[src/rtl/seg_scan_decoder.sv]
// ---------------------------------------------------------------------------
// seg_scan_decoder
//
// Snoops a time-multiplexed, active-low seven-segment display bus and
// recovers the hex nibble shown on each digit. When every digit has been
// seen once, the assembled frame is offered on a valid/ready interface.
// Typical uses are display-bus checking and loopback testing of display
// drivers.
//
// Parameters:
//   DIGITS         number of multiplexed digits (1..8), frame is 4*DIGITS bits
//   STABLE_CYCLES  identical consecutive samples needed to accept a digit (2..15)
//
// Ports:
//   clk             system clock
//   rst_n           asynchronous active-low reset
//   seg_n[6:0]      segment lines, active-low, order {g,f,e,d,c,b,a}
//   an_n[DIGITS-1:0] digit enables, active-low, bit i selects digit i
//   frame_data      recovered nibbles, digit i in bits [4i+3:4i]
//   frame_bad_mask  bit i set when digit i was not a legal hex glyph
//   frame_err       OR of frame_bad_mask while frame_valid is high
//   frame_valid     a frame is available
//   frame_ready     consumer accepts the frame
//   overrun         sticky: a completed frame was dropped (output still busy)
//   err_clr         single-cycle clear of overrun (a same-cycle set wins)
//   bad_count[7:0]  only with SEG_ERR_COUNT_EN: saturating count of accepted
//                   illegal digits, cleared by err_clr (increment wins)
//
// Optional feature macro: SEG_ERR_COUNT_EN
// ---------------------------------------------------------------------------
module seg_scan_decoder #(
  parameter int DIGITS        = 4,
  parameter int STABLE_CYCLES = 3
) (
  input  logic                  clk,
  input  logic                  rst_n,
  input  logic [6:0]            seg_n,
  input  logic [DIGITS-1:0]     an_n,
  output logic [4*DIGITS-1:0]   frame_data,
  output logic [DIGITS-1:0]     frame_bad_mask,
  output logic                  frame_err,
  output logic                  frame_valid,
  input  logic                  frame_ready,
  output logic                  overrun,
  input  logic                  err_clr
`ifdef SEG_ERR_COUNT_EN
  ,
  output logic [7:0]            bad_count
`endif
);

  // Counter value seen on the edge *before* the accepting edge. Accepting
  // when the counter moves from here to STABLE_CYCLES-1 gives a single
  // accept per stable pattern; further increments saturate past it.
  localparam logic [3:0] ACCEPT_CNT = 4'(STABLE_CYCLES - 2);

  typedef enum logic {
    COLLECT = 1'b0,   // no frame pending, gathering digits
    PENDING = 1'b1    // frame_valid high, gathering the next frame
  } state_e;

  // -------------------------------------------------------------------------
  // Glyph decoder: returns {illegal, nibble}. Blank and any non-hex pattern
  // decode to nibble 0 with the illegal flag set.
  // -------------------------------------------------------------------------
  function automatic logic [4:0] decode_glyph(input logic [6:0] s);
    logic [4:0] r;
    case (s)
      7'h40:   r = {1'b0, 4'h0};
      7'h79:   r = {1'b0, 4'h1};
      7'h24:   r = {1'b0, 4'h2};
      7'h30:   r = {1'b0, 4'h3};
      7'h19:   r = {1'b0, 4'h4};
      7'h12:   r = {1'b0, 4'h5};
      7'h02:   r = {1'b0, 4'h6};
      7'h78:   r = {1'b0, 4'h7};
      7'h00:   r = {1'b0, 4'h8};
      7'h18:   r = {1'b0, 4'h9};
      7'h08:   r = {1'b0, 4'hA};
      7'h03:   r = {1'b0, 4'hB};
      7'h46:   r = {1'b0, 4'hC};
      7'h21:   r = {1'b0, 4'hD};
      7'h06:   r = {1'b0, 4'hE};
      7'h0E:   r = {1'b0, 4'hF};
      default: r = {1'b1, 4'h0};
    endcase
    return r;
  endfunction

  // -------------------------------------------------------------------------
  // State
  // -------------------------------------------------------------------------
  logic [DIGITS-1:0]   an_q,      an_d;
  logic [6:0]          seg_q,     seg_d;
  logic [3:0]          cnt_q,     cnt_d;
  logic [4*DIGITS-1:0] slots_q,   slots_d;
  logic [DIGITS-1:0]   seen_q,    seen_d;
  logic [DIGITS-1:0]   bad_q,     bad_d;
  logic [4*DIGITS-1:0] data_q,    data_d;
  logic [DIGITS-1:0]   mask_q,    mask_d;
  logic                overrun_q, overrun_d;
  state_e              state_q,   state_d;

  // -------------------------------------------------------------------------
  // Sample stage and stability tracking
  // -------------------------------------------------------------------------
  logic [3:0] low_cnt;
  logic       one_low;
  logic       same_sample;
  logic       stable_inc;
  logic       accept;
  logic [4:0] glyph;
  logic       glyph_bad;
  logic [3:0] glyph_nib;

  // NOTE: every signal driven here gets a default before any condition, so
  // no path leaves a value unassigned and no latch is inferred.
  always_comb begin
    an_d    = an_n;
    seg_d   = seg_n;
    low_cnt = '0;
    for (int i = 0; i < DIGITS; i++) begin
      if (!an_q[i]) low_cnt = low_cnt + 4'd1;
    end
    one_low = (low_cnt == 4'd1);

    // The incoming sample is compared with the registered one; the pattern
    // itself is taken from the registered copy (they are equal whenever
    // the counter advances).
    same_sample = (an_n == an_q) && (seg_n == seg_q);
    stable_inc  = same_sample && one_low;

    if (!stable_inc)          cnt_d = '0;
    else if (cnt_q == 4'hF)   cnt_d = cnt_q;
    else                      cnt_d = cnt_q + 4'd1;

    accept    = stable_inc && (cnt_q == ACCEPT_CNT);
    glyph     = decode_glyph(seg_q);
    glyph_bad = glyph[4];
    glyph_nib = glyph[3:0];
  end

  // -------------------------------------------------------------------------
  // Frame assembly and output controller
  // -------------------------------------------------------------------------
  logic [4*DIGITS-1:0] slots_merge;
  logic [DIGITS-1:0]   seen_merge;
  logic [DIGITS-1:0]   bad_merge;
  logic                complete;
  logic                out_free;

  always_comb begin
    slots_merge = slots_q;
    seen_merge  = seen_q;
    bad_merge   = bad_q;
    if (accept) begin
      for (int i = 0; i < DIGITS; i++) begin
        // an_q is known one-hot-low whenever accept is high.
        if (!an_q[i]) begin
          slots_merge[4*i +: 4] = glyph_nib;
          seen_merge[i]         = 1'b1;
          bad_merge[i]          = glyph_bad;
        end
      end
    end

    // Completion includes the digit being accepted this very cycle.
    complete = accept && (&seen_merge);
    // The output register may be reloaded if empty or being drained now.
    out_free = (state_q == COLLECT) || frame_ready;

    state_d   = state_q;
    slots_d   = slots_merge;
    seen_d    = seen_merge;
    bad_d     = bad_merge;
    data_d    = data_q;
    mask_d    = mask_q;
    overrun_d = overrun_q && !err_clr;

    if (complete) begin
      seen_d = '0;
      bad_d  = '0;
      if (out_free) begin
        data_d  = slots_merge;
        mask_d  = bad_merge;
        state_d = PENDING;
      end else begin
        // Previous frame not yet taken: drop the new one; set beats err_clr.
        overrun_d = 1'b1;
      end
    end else if ((state_q == PENDING) && frame_ready) begin
      state_d = COLLECT;
    end
  end

  // NOTE: sequential state is updated with non-blocking assignments only,
  // so every flop sees the pre-edge values of the others.
  // NOTE: the digit slots are plain flops, not a RAM, and are cleared on
  // reset so a restarted scan can never expose nibbles from before reset.
  always_ff @(posedge clk or negedge rst_n) begin
    if (!rst_n) begin
      an_q      <= '0;
      seg_q     <= '0;
      cnt_q     <= '0;
      slots_q   <= '0;
      seen_q    <= '0;
      bad_q     <= '0;
      data_q    <= '0;
      mask_q    <= '0;
      overrun_q <= 1'b0;
      state_q   <= COLLECT;
    end else begin
      an_q      <= an_d;
      seg_q     <= seg_d;
      cnt_q     <= cnt_d;
      slots_q   <= slots_d;
      seen_q    <= seen_d;
      bad_q     <= bad_d;
      data_q    <= data_d;
      mask_q    <= mask_d;
      overrun_q <= overrun_d;
      state_q   <= state_d;
    end
  end

  assign frame_valid    = (state_q == PENDING);
  assign frame_data     = data_q;
  assign frame_bad_mask = mask_q;
  assign frame_err      = frame_valid && (|mask_q);
  assign overrun        = overrun_q;

`ifdef SEG_ERR_COUNT_EN
  // -------------------------------------------------------------------------
  // Illegal-glyph counter
  // -------------------------------------------------------------------------
  logic [7:0] bad_count_q, bad_count_d;

  always_comb begin
    bad_count_d = bad_count_q;
    if (accept && glyph_bad) begin
      // Increment has priority over err_clr.
      if (bad_count_q != 8'hFF) bad_count_d = bad_count_q + 8'd1;
    end else if (err_clr) begin
      bad_count_d = '0;
    end
  end

  always_ff @(posedge clk or negedge rst_n) begin
    if (!rst_n) bad_count_q <= '0;
    else        bad_count_q <= bad_count_d;
  end

  assign bad_count = bad_count_q;
`endif

endmodule

[config.mk]
export PLATFORM = sky130hd
export DESIGN_NAME = seg_scan_decoder
export DESIGN_NICKNAME = d
export VERILOG_FILES = /design/src/rtl/seg_scan_decoder.sv
export SDC_FILE = /design/constraint.sdc
export NUM_CORES = 1
export LEC_CHECK = 0
export ABC_AREA = 1
export ABC_CLOCK_PERIOD_IN_PS = 3400
export BUFFER_PORTS_ARGS = -buffer_cell sky130_fd_sc_hd__buf_2
export CORE_MARGIN = 4
export CORE_UTILIZATION = 58
export CTS_CLUSTER_DIAMETER = 60
export DETAILED_ROUTE_END_ITERATION = 12
export PLACE_DENSITY = 0.85
export RECOVER_POWER = 100
export SETUP_SLACK_MARGIN = 0.15
export SLEW_MARGIN = 10
export SYNTH_ARGS = -nofsm -noshare
export SYNTH_HDL_FRONTEND = slang
export SYNTH_SLANG_ARGS = --single-unit
[constraint.sdc]
create_clock -name clk -period 3.4 [get_ports clk]
set_clock_uncertainty 0.05 [all_clocks]
set_input_delay 0 -clock clk [delete_from_list [all_inputs] [get_ports clk]]
set_output_delay 0 -clock clk [all_outputs]
set_load 0.02 [all_outputs]
==> impl_metrics.csv, run 1 <==
group,metric,value,unit
run_status,status,"finished clean",
global_route,grt_pass1_vias,2997,
worst_setup_path,crit_family,"simple AND/OR/NAND/NOR gates",
logic_synthesis,ys_seq_area_share,46.33,%
hold_path,hp-class,"in2reg",
timing,setup_viol_count_final,0,
global_route,antenna_found_initial,0,
global_route,gr-usage-all-layers,22.98,%
worst_setup_path,r2r_start,"an_q[0]",
timing,hold_viol,0,
worst_setup_path,endpoint,"frame_data[9]",
final_layout,final_cell_mix,"166 x nand2_1, 60 x dfrtp_1, 38 x inv_1",
clock_network,cts_buffers,9,
logic_synthesis,synthesis.nets,438,
floorplanning,die_w,83.37,microns
final_layout,layout_commonest_cell,"nand2_1",
logic_synthesis,synth_cell_type_count,35,
final_layout,layout.nets,494,
logic_synthesis,synth_area_leaders,"dfrtp_1 46%, nand2_1 19%, inv_1 4.3%, nand4_1 4.2%, nor2_1 3.4%",
placement,routabilityCongestion,0.8825,
clock_network,clk_pin_slew_worst_paths,0.08,ns
worst_setup_path,crit_path_start,"an_q[0]",
timing,fin_hold_ws,0.2934,ns
route,drc,0,
pwr,peakVddDrop,0.0002599,V
worst_setup_path,regToRegEndpoint,"frame_data[9]",
route,first_pass_iters,5,
timing,finalMaxSlewViolations,0,
logic_synthesis,syn-instance-count,418,
logic_synthesis,post-synth-top-area-fraction,46.33,%
final_layout,drive_above_1_share,10.23,%
route,via_count,3010,
clock_network,htreeDepth,3,
worst_setup_path,start_kind,"register",
timing,final.min_clock_period,3.112,ns
floorplanning,initial_core_util,59.83,%
final_layout,area_delta_synth_final,16.07,%
job,maxCapViolCount,0,
route,vias_per_cell,5.463,
placement,io_buffers,37,
floorplanning,core,0.005507,sq mm
logic_synthesis,yosysTopAreaCell,"dfrtp_1",
worst_setup_path,rr_worst_depth,19,
worst_setup_path,worst-path-buf-inv,5,
worst_setup_path,cp_cell_sequence,"inv_2 -> ha_1 -> inv_1 -> nand2_1 -> nand2_1 -> inv_1 -> ha_1 -> inv_1 -> nand2_1 -> nand2_1 -> nand2_1 -> nor2_4 -> nand4_2 -> nand2_1 -> nand2_4 -> nor2_8 -> buf_6 -> nand4_1 -> nand2_1",
timing,worstMarginPinSlew,1.231,ns
final_layout,multi_input_area,0.001519,sq mm
timing,setup_tns,0,ns
worst_setup_path,path_class,"reg2reg",
route,drt-initial-drc-count,312,
global_route,grt_max_degree,40,
worst_setup_path,slowest_delay,0.45,ns
clock_network,cts_tree,"done",
worst_setup_path,endpoint_kind,"register",
pwr,power_density,396.3,mW/mm^2
worst_setup_path,crit_arrival,3.34,ns
placement,hpwl,5.347,mm
logic_synthesis,ys_ff_latch,61,
floorplanning,dieArea,0.006950,sq mm
floorplanning,rows,27,
timing,maxSlewHeadroom,17.96,%
logic_synthesis,avgSynthCellArea,7.881,sq um
worst_setup_path,r2r_setup_slack,0.29,ns
clock_network,root_buffer,"clkbuf_8",
timing,fmax,321.3,MHz
clock_network,cts_num_sinks,61,
global_route,grt_pass1_wl,13.08,mm
final_layout,nFillCells,437,
pwr,power.leakage,2.023,nW
worst_setup_path,crit_slowest_cell,"dfrtp_1",
worst_setup_path,required,3.63,ns
floorplanning,die_h,83.37,microns
floorplanning,num_io_pins,38,
clock_network,clock_latency,0.35,ns
timing,rsz0062_at_grt,"false",
worst_setup_path,worst-path-max-fanout,17,
worst_setup_path,path_depth,19,
logic_synthesis,syn_area,0.003294,sq mm
final_layout,antenna_cells,0,
route,avgRoutedWirePerCell,14.22,microns
route,wirelength,7.836,mm
final_layout,seqCellArea,0.001528,sq mm
worst_setup_path,path_common_cell,"nand2_1",
global_route,overflow,0,
clock_network,clk_path_buf_depth,2,
route,ant_nets,0,
logic_synthesis,ys_warn_count,0,
timing,timing.final.crit_share,91.53,%
cell usage after synthesis, drive strengths merged:
| library cell | number |
|---|---|
| and3 | 1 |
| nand3 | 20 |
| a211oi | 2 |
| o21ai | 17 |
| o41a | 1 |
| clkbuf | 2 |
| ha | 5 |
| a21oi | 7 |
| xor2 | 9 |
| nand2 | 169 |
| buf | 9 |
| inv | 44 |
| clkinv | 1 |
| xnor2 | 2 |
| nand4 | 24 |
| dfrtp | 61 |
| nor2 | 36 |
| nor3 | 8 |
state kept, by name, indices dropped and copies added, names as in the netlist, 4 cells and up:
register and flops:
bad_q 4, seen_q 4, seg_q 7, frame_data 16
cnt_q 4, slots_q 16, an_q 4, frame_bad_mask 4
area by class of cell:
class	count	share of cell area, %
inverter	45	4.647
timing repair buffer	55	8.115
multi-input combinational	302	39.73
tap	72	2.356
sequential	61	39.95
clock buffer	9	3.240
clock inverter	7	1.963
logic make-up after synthesis:
family | after synthesis | synth area share (%)
AO/OA/AOI/OAI | 27 | 4.785
XOR/XNOR | 11 | 2.925
adder cells (fa/ha/maj) | 5 | 1.899
buffers and inverters | 56 | 8.014
flip-flops | 61 | 46.33
AND/OR/NAND/NOR | 258 | 36.04
worst min path at each step:
stage,start,to,slack (ns),cells past startpoint
2_1_floorplan,rst_n,an_q[0],-0.35,0
3_3_place_gp,rst_n,frame_data[4],-0.06,1
3_5_place_dp,rst_n,frame_data[4],-0.05,1
4_1_cts,rst_n,frame_data[12],0.12,2
5_1_grt,seg_n[1],seg_q[1],0.32,2
6_report,seg_n[6],seg_q[6],0.29,2
routing by layer:
layer	GRT usage (%)	vias to the layer above	wire, microns
met4	9.658	0	200
met3	3.671	21	377
met1	27.70	1446	3267
met2	40.60	104	3991
met5	0	-	0
li1	-	1439	-
where the power goes:
group | switching, W | total [W] | internal, W
logic | 0.0000766 | 0.000116 | 0.0000398
clock network | 0.000314 | 0.000654 | 0.000340
registers | 0.0000127 | 0.000745 | 0.000732
through the flow:
stage | utilization [%] | setup slack [ns] | std cells | instance area (sq um) | total power [W]
5_1_grt | 69.44 | 0.08566 | 551 | 3824 | 0.001571
3_5_place_dp | 63.62 | 0.2795 | 519 | 3503 | 0.0008610
3_3_place_gp | 63.62 | 0.3622 | 519 | 3503 | 0.0008572
2_1_floorplan | - | 0.6930 | 418 | 3294 | 0.0008203
6_report | 69.44 | 0.2878 | 551 | 3824 | 0.001515
4_1_cts | 69.60 | 0.2242 | 548 | 3832 | 0.001518
what timing repair did:
action                     in CTS  in global routing
hold buffers                   13                  0
hold endpoints to repair       34                  0
setup endpoints to repair       0                 27
setup buffers                   0                  2
gates resized for setup         0                  5
(Power assumes the default switching activity.)
==> run 2, diff against run 1 <==
--- a/config.mk
+++ b/config.mk
@@ -14,6 +14,7 @@
 export DETAILED_ROUTE_END_ITERATION = 12
 export PLACE_DENSITY = 0.85
 export RECOVER_POWER = 100
+export REMOVE_ABC_BUFFERS = 1
 export SETUP_SLACK_MARGIN = 0.15
 export SLEW_MARGIN = 10
 export SYNTH_ARGS = -nofsm -noshare
==> run 2 against run 1 <==
  * Power down 4.4%
  * The flow now finishes with violations (max-capacitance violations, max-slew violations)
  * Utilization down 0.59 points
  * Worst hold slack improved by 0.018 ns
  * Die area unchanged
  * Largest power group unchanged
  * Highest routed layer unchanged
  * Sequential power barely moved
  * Register-to-register slack better by 0.04 ns
  * Largest cell class unchanged
  * Sequential cell count did not move
  * Clock power fell by 10%
==> impl_metrics.csv, run 2 (same netlist as run 1, synthesis figures left out) <==
group,metric,value,unit
run_status,status,"finished with violations",
run_status,violations,"max-capacitance violations, max-slew violations",
global_route,overflow,0,
route,vias_per_cell,5.466,
timing,worstMarginPinSlew,2.032,ns
worst_setup_path,crit_slowest_cell,"dfrtp_2",
timing,setup_viol_count_final,0,
clock_network,clock_latency,0.34,ns
worst_setup_path,endpoint,"frame_bad_mask[0]",
final_layout,fin_cells,551,
worst_setup_path,crit_family,"simple AND/OR/NAND/NOR gates",
placement,io_buffers,37,
route,first_pass_iters,5,
placement,routabilityCongestion,0.8454,
clock_network,clk_path_buf_depth,2,
clock_network,htreeDepth,3,
floorplanning,num_io_pins,38,
pwr,power_density,382.3,mW/mm^2
final_layout,area_delta_synth_final,15.08,%
worst_setup_path,path_class,"reg2reg",
global_route,antenna_found_initial,0,
worst_setup_path,r2r_start,"an_q[0]",
timing,rsz0062_at_grt,"true",
timing,fin_hold_ws,0.3111,ns
final_layout,layout.nets,494,
route,ant_nets,0,
final_layout,antenna_cells,0,
floorplanning,die_h,83.37,microns
route,via_count,3012,
clock_network,root_buffer,"clkbuf_8",
final_layout,nFillCells,441,
hold_path,hp-class,"in2reg",
floorplanning,core,0.005507,sq mm
worst_setup_path,start_kind,"register",
route,avgRoutedWirePerCell,14.49,microns
worst_setup_path,slowest_delay,0.45,ns
worst_setup_path,worst-path-buf-inv,6,
final_layout,design_area,0.003791,sq mm
route,wirelength,7.983,mm
placement,dp.cells,519,
route,drt-initial-drc-count,219,
timing,fmax,325.3,MHz
clock_network,clk_pin_slew_worst_paths,0.07,ns
route,drc,0,
pwr,power.leakage,2.018,nW
timing,maxSlewHeadroom,-35.49,%
worst_setup_path,crit_path_start,"an_q[0]",
timing,setup_tns,0,ns
final_layout,final_cell_mix,"166 x nand2_1, 59 x dfrtp_1, 38 x inv_1",
final_layout,fin_util,68.85,%
worst_setup_path,worst-path-max-fanout,16,
worst_setup_path,rr_worst_depth,19,
timing,hold_viol,0,
worst_setup_path,endpoint_kind,"register",
job,maxCapViolCount,1,
pwr,peakVddDrop,0.0003708,V
timing,final.min_clock_period,3.074,ns
clock_network,cts_tree,"done",
global_route,grt_max_degree,38,
worst_setup_path,cp_cell_sequence,"inv_2 -> ha_1 -> inv_1 -> nand2_1 -> nand2_1 -> inv_1 -> ha_1 -> inv_1 -> nand2_1 -> nand2_1 -> nand2_1 -> nor2_4 -> nand3_4 -> clkinv_2 -> o21ai_2 -> nor2_8 -> buf_6 -> nand4_1 -> nand2_1",
final_layout,drive_above_1_share,10.23,%
global_route,grt_pass1_wl,13.52,mm
worst_setup_path,path_common_cell,"nand2_1",
floorplanning,die_w,83.37,microns
worst_setup_path,path_depth,19,
floorplanning,dieArea,0.006950,sq mm
timing,finalMaxSlewViolations,38,
clock_network,cts_buffers,9,
worst_setup_path,required,3.62,ns
global_route,grt_pass1_vias,2913,
worst_setup_path,regToRegEndpoint,"frame_bad_mask[0]",
global_route,gr-usage-all-layers,24.18,%
timing,timing.final.crit_share,90.41,%
worst_setup_path,r2r_setup_slack,0.33,ns
worst_setup_path,crit_arrival,3.29,ns
floorplanning,rows,27,
clock_network,cts_num_sinks,61,
placement,place_area,0.003503,sq mm
placement,hpwl,5.395,mm
floorplanning,initial_core_util,59.83,%
final_layout,layout_commonest_cell,"nand2_1",
## run 2: changes by cell type in the layout (fill, tap and decap cells not counted), sizes merged
cell      previous run  this run
inv                 45        44
buf                  6         5
clkinvlp             3         1
clkinv               3         4
bufinv               1         0
clkbuf              45        49
## run 2: where the power goes
part | switching [W] | total, W | internal, W
clock | 0.000286 | 0.000587 | 0.000301
combinational | 0.0000776 | 0.000117 | 0.0000392
sequential | 0.0000132 | 0.000746 | 0.000732
total | 0.000377 | 0.00145 | 0.00107
## run 2: final cells by class
class	count	area (sq um)	area share (%)
flip-flops and latches	61	1529	40.33
multi-input cells	302	1505	39.70
repair buffers	55	314.1	8.284
inverters	45	175.2	4.620
clock buffers	12	155.1	4.092
well taps	72	90.09	2.376
clock inverters	4	22.52	0.5941
## run 2: repair_timing
item	in CTS	in global routing
hold buffers	13	0
hold endpoints to repair	48	0
resized for setup	0	5
setup endpoints to repair	0	23
setup buffers	0	2
## run 2: metal layers
| layer | GRT usage, % | part of all wire [%] |
|---|---|---|
| met5 | 0 | 0 |
| met4 | 9.064 | 1.8 |
| met3 | 6.448 | 5.7 |
| met2 | 40.01 | 48 |
| met1 | 30.29 | 44 |
## run 2: worst min path at each step
stage	start	to	slack, ns	cells after the start
finish	seg_n[0]	seg_q[0]	0.31	2
global route	seg_n[0]	seg_q[0]	0.31	2
detailed placement	an_n[2]	an_q[2]	0.08	1
global placement	rst_n	seg_q[5]	0.08	1
CTS	seg_n[5]	seg_q[5]	0.27	2
floorplan	rst_n	an_q[0]	-0.35	0
## run 2: per-stage QoR
step	total power, W	setup slack (ns)
5_1_grt	0.001513	0.07992
4_1_cts	0.001455	0.2052
2_1_floorplan	0.0008178	0.5371
3_3_place_gp	0.0008579	0.3184
3_5_place_dp	0.0008622	0.2388
6_report	0.001449	0.3261
## run 2: worst reg2reg max path: stages (launching register included)
cell and delay (ns):
dfrtp_2 0.45, inv_2 0.15, ha_1 0.29, inv_1 0.07, nand2_1 0.05, nand2_1 0.12
inv_1 0.05, ha_1 0.28, inv_1 0.05, nand2_1 0.05, nand2_1 0.05, nand2_1 0.10
nor2_4 0.19, nand3_4 0.13, clkinv_2 0.14, o21ai_2 0.13, nor2_8 0.22, buf_6 0.19
nand4_1 0.11, nand2_1 0.12
